## config.mk

```make
export PLATFORM = sky130hd
export DESIGN_NAME = fpdiv_ctrl_flat
export DESIGN_NICKNAME = d
export VERILOG_FILES = /design/src/rtl/fpdiv_ctrl_if.sv /design/src/rtl/fpdiv_ctrl.sv /design/src/flat_wrapper.sv
export SDC_FILE = /design/constraint.sdc
export NUM_CORES = 1
export LEC_CHECK = 0
export BUFFER_PORTS_ARGS = -buffer_cell sky130_fd_sc_hd__buf_2
export CORE_UTILIZATION = 50
export DETAILED_ROUTE_END_ITERATION = 6
export GPL_ROUTABILITY_DRIVEN = 0
export PLACE_DENSITY = 0.76
export SYNTH_ARGS = -nofsm -noshare
export SYNTH_HDL_FRONTEND = slang
export SYNTH_SLANG_ARGS = --single-unit
```

## constraint.sdc

```tcl
create_clock -name clk -period 1.36 [get_ports clk]
set_input_delay 0.068 -clock clk [delete_from_list [all_inputs] [get_ports clk]]
set_output_delay 0.068 -clock clk [all_outputs]
set_load 0.03 [all_outputs]
```

## src/rtl/fpdiv_ctrl_if.sv

```systemverilog
// fpdiv_ctrl_if
//   Bundles the request/status and datapath-control signals of the
//   Goldschmidt divider sequencer.
//   master : the requester side (drives start/d_zero, observes the rest)
//   slave  : the sequencer side (fpdiv_ctrl)
//   Signals:
//     start     request a division
//     d_zero    divisor-is-zero flag, valid with start
//     busy      high in every state except IDLE
//     done      one-cycle completion pulse
//     dz        divide-by-zero status, held until the next accepted start
//     sel_muxa  A-operand select: 00 regA (K), 01 d, 10 initial approximation
//     sel_muxb  B-operand select: 00 d, 01 x, 10 regB (D), 11 regC (X)
//     loada     load K into regA
//     loadb     load D into regB
//     loadc     load X into regC
//     iter      current refinement index, 0-based
interface fpdiv_ctrl_if;
  logic       start;
  logic       d_zero;
  logic       busy;
  logic       done;
  logic       dz;
  logic [1:0] sel_muxa;
  logic [1:0] sel_muxb;
  logic       loada;
  logic       loadb;
  logic       loadc;
  logic [2:0] iter;

  modport master (
    output start, d_zero,
    input  busy, done, dz, sel_muxa, sel_muxb, loada, loadb, loadc, iter
  );

  modport slave (
    input  start, d_zero,
    output busy, done, dz, sel_muxa, sel_muxb, loada, loadb, loadc, iter
  );
endinterface

```

## src/rtl/fpdiv_ctrl.sv

```systemverilog
// fpdiv_ctrl
//   Control sequencer for the Goldschmidt floating-point divider datapath.
//   On an accepted start it steps through INIT_D, INIT_X and alternating
//   IT_X / IT_D refinement states, driving operand-mux selects and register
//   load enables, then pulses done. A zero divisor skips straight to DONE
//   with dz set and no loads issued.
//   Parameters:
//     N_ITER   number of quotient refinement multiplies (1..7)
//     MUL_LAT  extra multiplier pipeline cycles (0..3)
//   Ports:
//     clk      clock
//     reset_n  asynchronous active-low reset
//     bus      fpdiv_ctrl_if.slave (start/d_zero in; status and controls out)
module fpdiv_ctrl #(
  parameter int N_ITER  = 3,
  parameter int MUL_LAT = 0
) (
  input  logic         clk,
  input  logic         reset_n,
  fpdiv_ctrl_if.slave  bus
);

  typedef enum logic [2:0] {
    S_IDLE,
    S_INIT_D,
    S_INIT_X,
    S_IT_X,
    S_IT_D,
    S_DONE
  } state_t;

  localparam logic [1:0] LAT_LAST  = 2'(MUL_LAT);
  localparam logic [2:0] ITER_LAST = 3'(N_ITER - 1);

  state_t     r_state, w_state_nxt;
  logic [1:0] r_wait,  w_wait_nxt;
  logic [2:0] r_iter,  w_iter_nxt;
  logic       r_dz,    w_dz_nxt;
  logic       w_last;

  // Final cycle of an operation state: the multiplier result is valid now.
  assign w_last = (r_wait == LAT_LAST);

  always_ff @(posedge clk or negedge reset_n) begin
    if (!reset_n) begin
      r_state <= S_IDLE;
      r_wait  <= 2'd0;
      r_iter  <= 3'd0;
      r_dz    <= 1'b0;
    end else begin
      r_state <= w_state_nxt;
      r_wait  <= w_wait_nxt;
      r_iter  <= w_iter_nxt;
      r_dz    <= w_dz_nxt;
    end
  end

  always_comb begin
    w_state_nxt = r_state;
    w_wait_nxt  = r_wait;
    w_iter_nxt  = r_iter;
    w_dz_nxt    = r_dz;

    case (r_state)
      S_IDLE: begin
        w_wait_nxt = 2'd0;
        if (bus.start) begin
          if (bus.d_zero) begin
            w_state_nxt = S_DONE;
            w_dz_nxt    = 1'b1;
          end else begin
            w_state_nxt = S_INIT_D;
            w_dz_nxt    = 1'b0;
            w_iter_nxt  = 3'd0;
          end
        end
      end
      S_INIT_D, S_INIT_X, S_IT_X, S_IT_D: begin
        if (!w_last) begin
          w_wait_nxt = r_wait + 2'd1;
        end else begin
          w_wait_nxt = 2'd0;
          case (r_state)
            S_INIT_D: w_state_nxt = S_INIT_X;
            S_INIT_X: w_state_nxt = S_IT_X;
            S_IT_X:   w_state_nxt = (r_iter < ITER_LAST) ? S_IT_D : S_DONE;
            default: begin
              w_state_nxt = S_IT_X;
              w_iter_nxt  = r_iter + 3'd1;
            end
          endcase
        end
      end
      S_DONE:  w_state_nxt = S_IDLE;
      default: w_state_nxt = S_IDLE;
    endcase
  end

  // Moore output decode: selects held for the whole state, loads only on
  // the final wait cycle.
  always_comb begin
    bus.busy     = (r_state != S_IDLE);
    bus.done     = (r_state == S_DONE);
    bus.dz       = r_dz;
    bus.iter     = r_iter;
    bus.sel_muxa = 2'b00;
    bus.sel_muxb = 2'b00;
    bus.loada    = 1'b0;
    bus.loadb    = 1'b0;
    bus.loadc    = 1'b0;

    case (r_state)
      S_INIT_D: begin
        bus.sel_muxa = 2'b10;
        bus.sel_muxb = 2'b00;
        bus.loadb    = w_last;
        bus.loada    = w_last;
      end
      S_INIT_X: begin
        bus.sel_muxa = 2'b10;
        bus.sel_muxb = 2'b01;
        bus.loadc    = w_last;
      end
      S_IT_X: begin
        bus.sel_muxa = 2'b00;
        bus.sel_muxb = 2'b11;
        bus.loadc    = w_last;
      end
      S_IT_D: begin
        bus.sel_muxa = 2'b00;
        bus.sel_muxb = 2'b10;
        bus.loadb    = w_last;
        bus.loada    = w_last;
      end
      default: ;
    endcase
  end

endmodule

```

## src/flat_wrapper.sv

```systemverilog
// flat-port wrapper written by rule: the top's interface ports become plain ports
module fpdiv_ctrl_flat 
#(
  parameter int N_ITER  = 3,
  parameter int MUL_LAT = 0
)
  (clk, reset_n, bus_start, bus_d_zero, bus_busy, bus_done, bus_dz, bus_sel_muxa, bus_sel_muxb, bus_loada, bus_loadb, bus_loadc, bus_iter);
  fpdiv_ctrl_if bus_i ();
  input  logic clk;
  input  logic reset_n;
  input wire logic [$bits(bus_i.start)-1:0] bus_start;
  input wire logic [$bits(bus_i.d_zero)-1:0] bus_d_zero;
  output wire logic [$bits(bus_i.busy)-1:0] bus_busy;
  output wire logic [$bits(bus_i.done)-1:0] bus_done;
  output wire logic [$bits(bus_i.dz)-1:0] bus_dz;
  output wire logic [$bits(bus_i.sel_muxa)-1:0] bus_sel_muxa;
  output wire logic [$bits(bus_i.sel_muxb)-1:0] bus_sel_muxb;
  output wire logic [$bits(bus_i.loada)-1:0] bus_loada;
  output wire logic [$bits(bus_i.loadb)-1:0] bus_loadb;
  output wire logic [$bits(bus_i.loadc)-1:0] bus_loadc;
  output wire logic [$bits(bus_i.iter)-1:0] bus_iter;
  assign bus_i.start = bus_start;
  assign bus_i.d_zero = bus_d_zero;
  assign bus_busy = bus_i.busy;
  assign bus_done = bus_i.done;
  assign bus_dz = bus_i.dz;
  assign bus_sel_muxa = bus_i.sel_muxa;
  assign bus_sel_muxb = bus_i.sel_muxb;
  assign bus_loada = bus_i.loada;
  assign bus_loadb = bus_i.loadb;
  assign bus_loadc = bus_i.loadc;
  assign bus_iter = bus_i.iter;
  fpdiv_ctrl #(.N_ITER(N_ITER), .MUL_LAT(MUL_LAT)) u_core (.clk(clk), .reset_n(reset_n), .bus(bus_i));
endmodule
```

==> run_results.csv, run 1 <==
group,metric,value,unit
critical_path,critPathRequiredTime,1.29,ns
sta,rsz0062_at_grt,"yes",
yosys,yosys_warnings,0,
die,core_area,0.00117,mm^2
critical_path,crit_type,"reg2out",
die,die_y,38.7,um
clock_tree,root_buffer,"clkbuf_4",
route,vias,661,
min_path,min-delay-path-class,"in2reg",
grt,gr-usage-all-layers,27.7,%
route,ant_nets,0,
clock_tree,cts_max_level,1,
yosys,synthCells,68,
route,drt-pass1-iter-count,4,
placement,dpl.hpwl,1020,um
run,cap_viol_max_count,0,
route,drt_wl_total,1940,um
sta,setup_viol,8,
die,fp-row-count,12,
die,ios,17,
outcome,violations,"negative setup slack",
layout,synthToLayoutAreaGrowth,47.7,%
yosys,syn_avg_cell_area,9.88,um^2
yosys,syn_area,672,um^2
outcome,status,"finished with violations",
layout,final_core_util,84.7,%
critical_path,cp-end-kind,"primary output",
sta,hold_violations,0,
sta,finalCriticalPeriod,1.43,ns
yosys,ys_types,33,
route,drtIter0Drc,25,
power_and_ir_drop,clock_power_share,8.4,%
yosys,synth.yosys.seq_area_share,33.5,%
power_and_ir_drop,power_per_cell_area,2750,mW/mm^2
grt,grt_first_pass_wirelength,2740,um
route,via_per_inst,5.90,
route,wire_per_inst,17.3,um
yosys,netlist_top_cells_count,"dfrtp_1, mux2i_1, nand2_1",
power_and_ir_drop,p_comb_share,73.9,%
grt,grt_overflow,0,
power_and_ir_drop,p_seq_share,17.7,%
sta,hold_slack,0.0599,ns
critical_path,path_max_fanout,6,
yosys,syn_nets,75,
sta,fin_crit_sh,105,%
sta,drv_slew,0,
clock_tree,clk_latency,0.27,ns
yosys,synth_top_area_share,33.5,%
layout,diodes,0,
layout,drive_gt1_share,55.1,%
clock_tree,cts_buffer_depth,2,
placement,port_buffers,15,
power_and_ir_drop,p_leak,0.459,nW
critical_path,setup.worst_path.start_class,"flop",
power_and_ir_drop,power.internal,1.42,mW
yosys,synth-edff-count,0,
placement,dp_slack,-0.0188,ns
yosys,synth_top_cells_by_area,"dfrtp_1, mux2i_1, ha_1, mux2_2, buf_4",
power_and_ir_drop,p_total,2.72,mW
sta,fmax,699,MHz
grt,grt_max_degree,11,
power_and_ir_drop,power.share.switching,47.8,%
layout,nets,106,
sta,finClkSkew,0.00421,ns
clock_tree,cts_tree,"done",
power_and_ir_drop,ir_drop,1.79,mV
route,drc,0,
yosys,ys_ff_latch,9,
grt,antenna_found_initial,0,
die,start_util,57.4,%
critical_path,critPathArrivalTime,1.36,ns
yosys,async_flop_share,100,%
die,die-area,0.00149,mm^2
sta,fin_ws,-0.0700,ns
yosys,yosysTopAreaCell,"dfrtp_1",
grt,grt_pass1_vias,619,
die,dieWidth,38.7,um
clock_tree,clock-sinks,9,
clock_tree,cts_made_buffers,3,
power_and_ir_drop,p_sw,1.30,mW
yosys,yosysMostFrequentCell,"dfrtp_1",
yosys,yosys_most_used_dff,"dfrtp_1",
clock_tree,path_clk_slew,0.07,ns
[through the flow]
step | std cells | setup TNS (ns) | cell area, um^2
2_1_floorplan | 68 | -0.0311 | 693
3_3_place_gp | 97 | 0 | 781
3_5_place_dp | 97 | -0.0188 | 781
4_1_cts | 110 | -0.185 | 946
5_1_grt | 112 | -0.712 | 992
6_report | 112 | -0.314 | 992
[state kept, by name (all words and copies together) (netlist names)]
name,flops
u_core.bus.dz,1
u_core.bus.iter,3
u_core.r_state,3
u_core.r_wait,2
[critical path: stages, from the launching register on]
cell and delay, ns:
dfrtp_2 0.43, buf_12 0.14, and2b_2 0.22, nand2_1 0.07
o21ai_1 0.06, buf_4 0.17
[final timing paths]
kind,start,endpoint,slack [ns],cells past startpoint
max in group asynchronous,reset_n,u_core.r_state[1],0.99,2
setup reg to reg,u_core.r_state[2],u_core.bus.iter[0],0,4
setup / recovery,u_core.r_state[1],bus_sel_muxb[1],-0.07,5
hold / removal,bus_d_zero,u_core.bus.dz,0.06,2
hold reg to reg,u_core.bus.iter[0],u_core.bus.iter[0],0.52,1
min in group asynchronous,reset_n,u_core.r_state[0],0.17,2
[kinds of logic after synthesis]
logic type,after synthesis,share of synthesized area (%)
buffers and inverters,11,11.2
adder cells (fa/ha/maj),3,5.59
flip-flops,9,33.5
other,1,0.558
AO/OA/AOI/OAI,12,13.6
multiplexers,9,14.0
XOR/XNOR,2,2.61
AND/OR/NAND/NOR,21,19.0
[cells in the final DEF, fill, tap and decap left out, types with 3 or more instances in the layout]
cell,count
buf_6,8
dfrtp_1,7
mux2i_1,6
o22ai_1,3
nand2_1,5
buf_2,8
buf_4,15
clkbuf_4,3
[power by group through the flow]
stage / clock [mW] / sequential (mW) / combinational [mW]
final: 0.228 / 0.483 / 2.01
after global routing: 0.236 / 0.495 / 2.10
after CTS: 0.222 / 0.478 / 1.84
after detailed placement: 0 / 0.481 / 1.49
after global placement: 0 / 0.473 / 1.48
after floorplan: 0 / 0.551 / 1.12
[area by class of cell]
cell class,count,area (um^2)
Sequential cell,9,228
Fill cell,62,179
Clock buffer,4,26.3
Multi-Input combinational cell,48,433
Tap cell,14,17.5
Timing Repair Buffer,33,273
Inverter,4,15.0
[repair_timing]
| action | in CTS | in global routing |
|---|---|---|
| hold endpoints to repair | 9 | 0 |
| setup buffers | 8 | 2 |
| setup endpoints to repair | 9 | 13 |
| hold buffers | 1 | 0 |
| pin swaps | 5 | 3 |
| gates resized for setup | 20 | 11 |
[routing by layer]
metal | vias to the layer above | global-route usage [%] | part of all wire (%)
met3 | 8 | 2.31 | 4.9
met4 | 0 | 16.4 | 2.2
met2 | 31 | 45.8 | 50
li1 | 291 | - | -
met1 | 331 | 34.7 | 43
met5 | - | 0 | 0
Note: power is estimated with default switching activity, not from simulation.
==> run 2: changes to the inputs <==
Settings changed: CORE_MARGIN from default to 5, PLACE_DENSITY 0.76 to 0.82, RECOVER_POWER from default to 100.
==> run 2 against run 1 <==
  * The run still ends with negative setup slack left
  * Clock skew hardly changed
  * Largest power group unchanged
  * Via count rose by 6.1%
  * First-iteration DRC count increased by 40%
  * Final cell count is 6.3% higher
  * Sequential share of layout area down 1.6 points
  * Critical endpoint is now bus_busy
==> run_results.csv, run 2 (synthesized netlist as in run 1, its figures left out) <==
group,metric,value,unit
outcome,status,"finished with violations",
outcome,violations,"negative setup slack",
layout,drive_gt1_share,57.7,%
sta,hold_slack,0.0827,ns
layout,nets,112,
grt,grt_overflow,0,
grt,antenna_found_initial,0,
clock_tree,clk_latency,0.27,ns
grt,grt_max_degree,10,
die,start_util,52.3,%
critical_path,rr_endpoint,"u_core.bus.iter[0]",
sta,slew_headroom,65.0,%
power_and_ir_drop,ir_drop,1.49,mV
route,via_per_inst,5.89,
sta,finClkSkew,0.00438,ns
grt,grt_pass1_vias,647,
placement,dpl.cell_count,100,
critical_path,critPathCapture,"bus_busy",
critical_path,cp-end-kind,"primary output",
power_and_ir_drop,p_total,3.01,mW
sta,hold_violations,0,
critical_path,path_depth,3,
die,dieWidth,46.7,um
clock_tree,root_buffer,"clkbuf_4",
sta,fin_ws,-0.0957,ns
sta,rsz0062_at_grt,"yes",
clock_tree,clock-sinks,9,
layout,final_core_util,82.7,%
placement,dpl.hpwl,1130,um
critical_path,path_max_fanout,4,
placement,dp_slack,-0.0521,ns
critical_path,crit_family,"flip-flops",
route,vias,701,
clock_tree,cts_tree,"done",
die,die_y,46.7,um
run,cap_viol_max_count,0,
critical_path,setup.worst_path.start_class,"flop",
route,ant_nets,0,
critical_path,rrSetupSlack,-0.02,ns
sta,fin_crit_sh,107,%
power_and_ir_drop,p_leak,0.488,nW
layout,synthToLayoutAreaGrowth,58.1,%
critical_path,r2r.worst_path.cells,4,
sta,fmax,687,MHz
placement,port_buffers,15,
layout,final_common_cell,"buf_4",
clock_tree,path_clk_slew,0.06,ns
sta,drv_slew,0,
critical_path,crit_path_top_delay_cell,"dfrtp_1",
die,ios,17,
sta,worst_pin_slew,0.524,ns
critical_path,critPathRequiredTime,1.29,ns
die,fp-row-count,13,
critical_path,worstSetupStartpoint,"u_core.r_state[2]",
route,drt-pass1-iter-count,4,
critical_path,crit_buf_inv,2,
clock_tree,cts_made_buffers,3,
layout,stdcell_count,119,
critical_path,critPathArrivalTime,1.39,ns
die,core_area,0.00128,mm^2
placement,place_area,797,um^2
route,drc,0,
critical_path,crit_type,"reg2out",
clock_tree,cts_max_level,1,
layout,fill_cells,69,
route,drtIter0Drc,35,
power_and_ir_drop,power_per_cell_area,2830,mW/mm^2
sta,setup_viol,5,
route,drt_wl_total,2270,um
critical_path,slowest_delay,0.43,ns
layout,most-common-layout-cells,"buf_4, buf_6, dfrtp_1, mux2i_1, clkbuf_1",
grt,gr-usage-all-layers,19.7,%
layout,diodes,0,
die,die-area,0.00218,mm^2
grt,grt_first_pass_wirelength,2940,um
min_path,min-delay-path-class,"in2reg",
layout,postLayoutCellArea,0.00106,mm^2
clock_tree,cts_buffer_depth,2,
critical_path,path_cells,"buf_4 -> or3_1 -> buf_6",
sta,finalCriticalPeriod,1.46,ns
sta,setup_tns,-0.245,ns
route,wire_per_inst,19.1,um
critical_path,r2r-start,"u_core.r_state[2]",
==> run 2: power by group <==
part / internal [mW] / switching (mW)
Combinational: 1.12 / 1.18
Sequential: 0.367 / 0.114
Clock: 0.114 / 0.110
==> run 2: routing by layer <==
metal  track usage (%)  vias up  wire [um]
met5                 0        -          0
met4              12.7        0        123
met3              3.13       19        185
met2              31.9       52       1120
met1              23.9      325        838
li1                  -      305          -
==> run 2: final cells by class <==
| type | instances | area, um^2 | area share (%) |
|---|---|---|---|
| multi-input cells | 48 | 460 | 43.3 |
| well taps | 15 | 18.8 | 1.77 |
| inverters | 4 | 15.0 | 1.41 |
| flip-flops and latches | 9 | 226 | 21.3 |
| repair buffers | 39 | 315 | 29.7 |
| clock buffers | 4 | 26.3 | 2.47 |
==> run 2: worst min path at each step <==
stage / start / endpoint / slack, ns / cells after the start
after floorplan: reset_n / u_core.bus.dz / -0.23 / 0
after global placement: reset_n / u_core.r_wait[1] / -0.07 / 1
after detailed placement: reset_n / u_core.r_wait[1] / -0.07 / 1
after CTS: bus_d_zero / u_core.bus.dz / 0.07 / 2
after global routing: bus_d_zero / u_core.bus.dz / 0.08 / 2
final: bus_d_zero / u_core.bus.dz / 0.08 / 2
==> run 2: repair_timing <==
item	4_1_cts	5_1_grt
hold buffers	1	0
setup buffers	10	4
pin swaps	3	9
gates resized for setup	13	27
endpoints found under the setup margin	12	13
hold endpoints to repair	9	0
==> run 2: worst register-to-register path, stage by stage, from the launching register on <==
cell and delay [ns]:
dfrtp_1 0.43, buf_4 0.17, or3b_4 0.41, a21oi_2 0.15, mux2i_1 0.10
==> run 3: changes to the inputs <==
==> constraint.sdc (replaced) <==
create_clock -name clk -period 1.36 [get_ports clk]
set_input_delay 0.136 -clock clk [delete_from_list [all_inputs] [get_ports clk]]
set_output_delay 0.136 -clock clk [all_outputs]
set_load 0.03 [all_outputs]
==> run 3 against run 2 <==
  * The run still ends with negative setup slack left
  * Clock skew up 0.0019 ns
  * Setup slack improved by 0.0047 ns
  * Final area is 7.1% lower
  * Largest power group unchanged
==> run_results.csv, run 3 (synthesized netlist as in run 1, its figures left out) <==
group,metric,value,unit
grt,grt_pass1_vias,637,
clock_tree,cts_made_buffers,3,
die,fp-row-count,13,
route,via_per_inst,5.43,
layout,synthToLayoutAreaGrowth,46.9,%
placement,dpl.hpwl,1070,um
min_path,min-delay-path-class,"in2reg",
grt,antenna_found_initial,0,
route,wire_per_inst,15.5,um
sta,finClkSkew,0.00627,ns
layout,diodes,0,
clock_tree,cts_tree,"done",
layout,most-common-layout-cells,"buf_4, buf_6, mux2i_1, clkbuf_1, dfrtp_1",
sta,drv_slew,0,
clock_tree,cts_buffer_depth,2,
layout,drive_gt1_share,56.1,%
outcome,violations,"negative setup slack",
layout,final_common_cell,"buf_4",
die,die-area,0.00218,mm^2
route,drt_wl_total,1750,um
sta,fin_ws,-0.0910,ns
sta,slew_headroom,65.1,%
critical_path,path_max_fanout,4,
clock_tree,path_clk_slew,0.07,ns
grt,grt_first_pass_wirelength,2820,um
route,drt-pass1-iter-count,4,
layout,nets,106,
sta,rsz0062_at_grt,"yes",
grt,gr-usage-all-layers,19.1,%
clock_tree,root_buffer,"clkbuf_4",
layout,stdcell_count,113,
layout,final_core_util,76.8,%
sta,finalCriticalPeriod,1.45,ns
route,ant_nets,0,
die,start_util,52.3,%
power_and_ir_drop,power_per_cell_area,2660,mW/mm^2
route,drtIter0Drc,6,
layout,fill_cells,80,
clock_tree,cts_max_level,1,
sta,hold_violations,0,
placement,dpl.cell_count,99,
die,core_area,0.00128,mm^2
critical_path,critPathRequiredTime,1.22,ns
route,vias,614,
clock_tree,clk_latency,0.27,ns
sta,setup_viol,7,
grt,grt_overflow,0,
clock_tree,clock-sinks,9,
grt,grt_max_degree,10,
power_and_ir_drop,p_total,2.63,mW
die,dieWidth,46.7,um
critical_path,crit_type,"reg2out",
die,die_y,46.7,um
power_and_ir_drop,ir_drop,1.17,mV
die,ios,17,
critical_path,critPathArrivalTime,1.31,ns
sta,fin_crit_sh,107,%
sta,fmax,689,MHz
critical_path,cp-end-kind,"primary output",
run,cap_viol_max_count,0,
outcome,status,"finished with violations",
power_and_ir_drop,p_leak,0.437,nW
route,drc,0,
sta,worst_pin_slew,0.524,ns
critical_path,setup.worst_path.start_class,"flop",
placement,port_buffers,15,
## run 3: worst paths after layout
check,to,from,cells after the start,slack [ns]
max in group asynchronous,u_core.r_state[1],reset_n,2,0.64
min in group asynchronous,u_core.r_wait[1],reset_n,2,0.35
min reg2reg,u_core.bus.dz,u_core.bus.dz,1,0.52
max,bus_busy,u_core.r_state[2],3,-0.09
min,u_core.bus.dz,bus_d_zero,2,0.14
max reg2reg,u_core.bus.iter[0],u_core.r_state[2],4,-0.01
## run 3: worst max-delay path, cell delays in order, from the launching register on
cell and delay, ns:
dfrtp_2 0.44, buf_6 0.13, or3_4 0.32, buf_6 0.15
## run 3: metal layers
metal / vias to the layer above / GRT usage [%] / share of wire [%]
li1: 294 / - / -
met1: 299 / 21.9 / 43
met2: 15 / 29.4 / 51
met3: 6 / 3.13 / 2.9
met4: 0 / 18.2 / 3.5
met5: - / 0 / 0
## run 3: what timing repair did
action | CTS | global route
cloned | 0 | 0
pin swaps | 3 | 6
endpoints found under the setup margin | 12 | 14
hold buffers | 1 | 0
buffers inserted | 7 | 2
endpoints found under the hold margin | 9 | 0
gates resized for setup | 24 | 11
## run 3: area by class of cell
cell class                 count  area [um^2]  area share (%)
multi-input combinational     48          440            44.6
timing repair buffer          33          258            26.1
sequential                     9          229            23.2
clock buffer                   4         26.3            2.66
tap                           15         18.8            1.90
inverter                       4         15.0            1.52
## run 3: through the flow
stage | setup TNS [ns] | instance area (um^2) | hold WS (ns) | setup WS (ns)
finish | -0.322 | 987 | 0.140 | -0.0910
global route | -0.602 | 987 | 0.156 | -0.116
CTS | -0.318 | 942 | 0.141 | -0.0778
detailed placement | -0.261 | 781 | -0.00159 | -0.0814
global placement | 0 | 781 | -0.00337 | 0.00247
floorplan | -0.0974 | 701 | -0.160 | -0.0974
## run 3: power breakdown
group	switching, mW	leakage (nW)	internal, mW
sequential	0.131	0.111	0.372
combinational	1.02	0.311	0.884
clock	0.104	0.0150	0.114
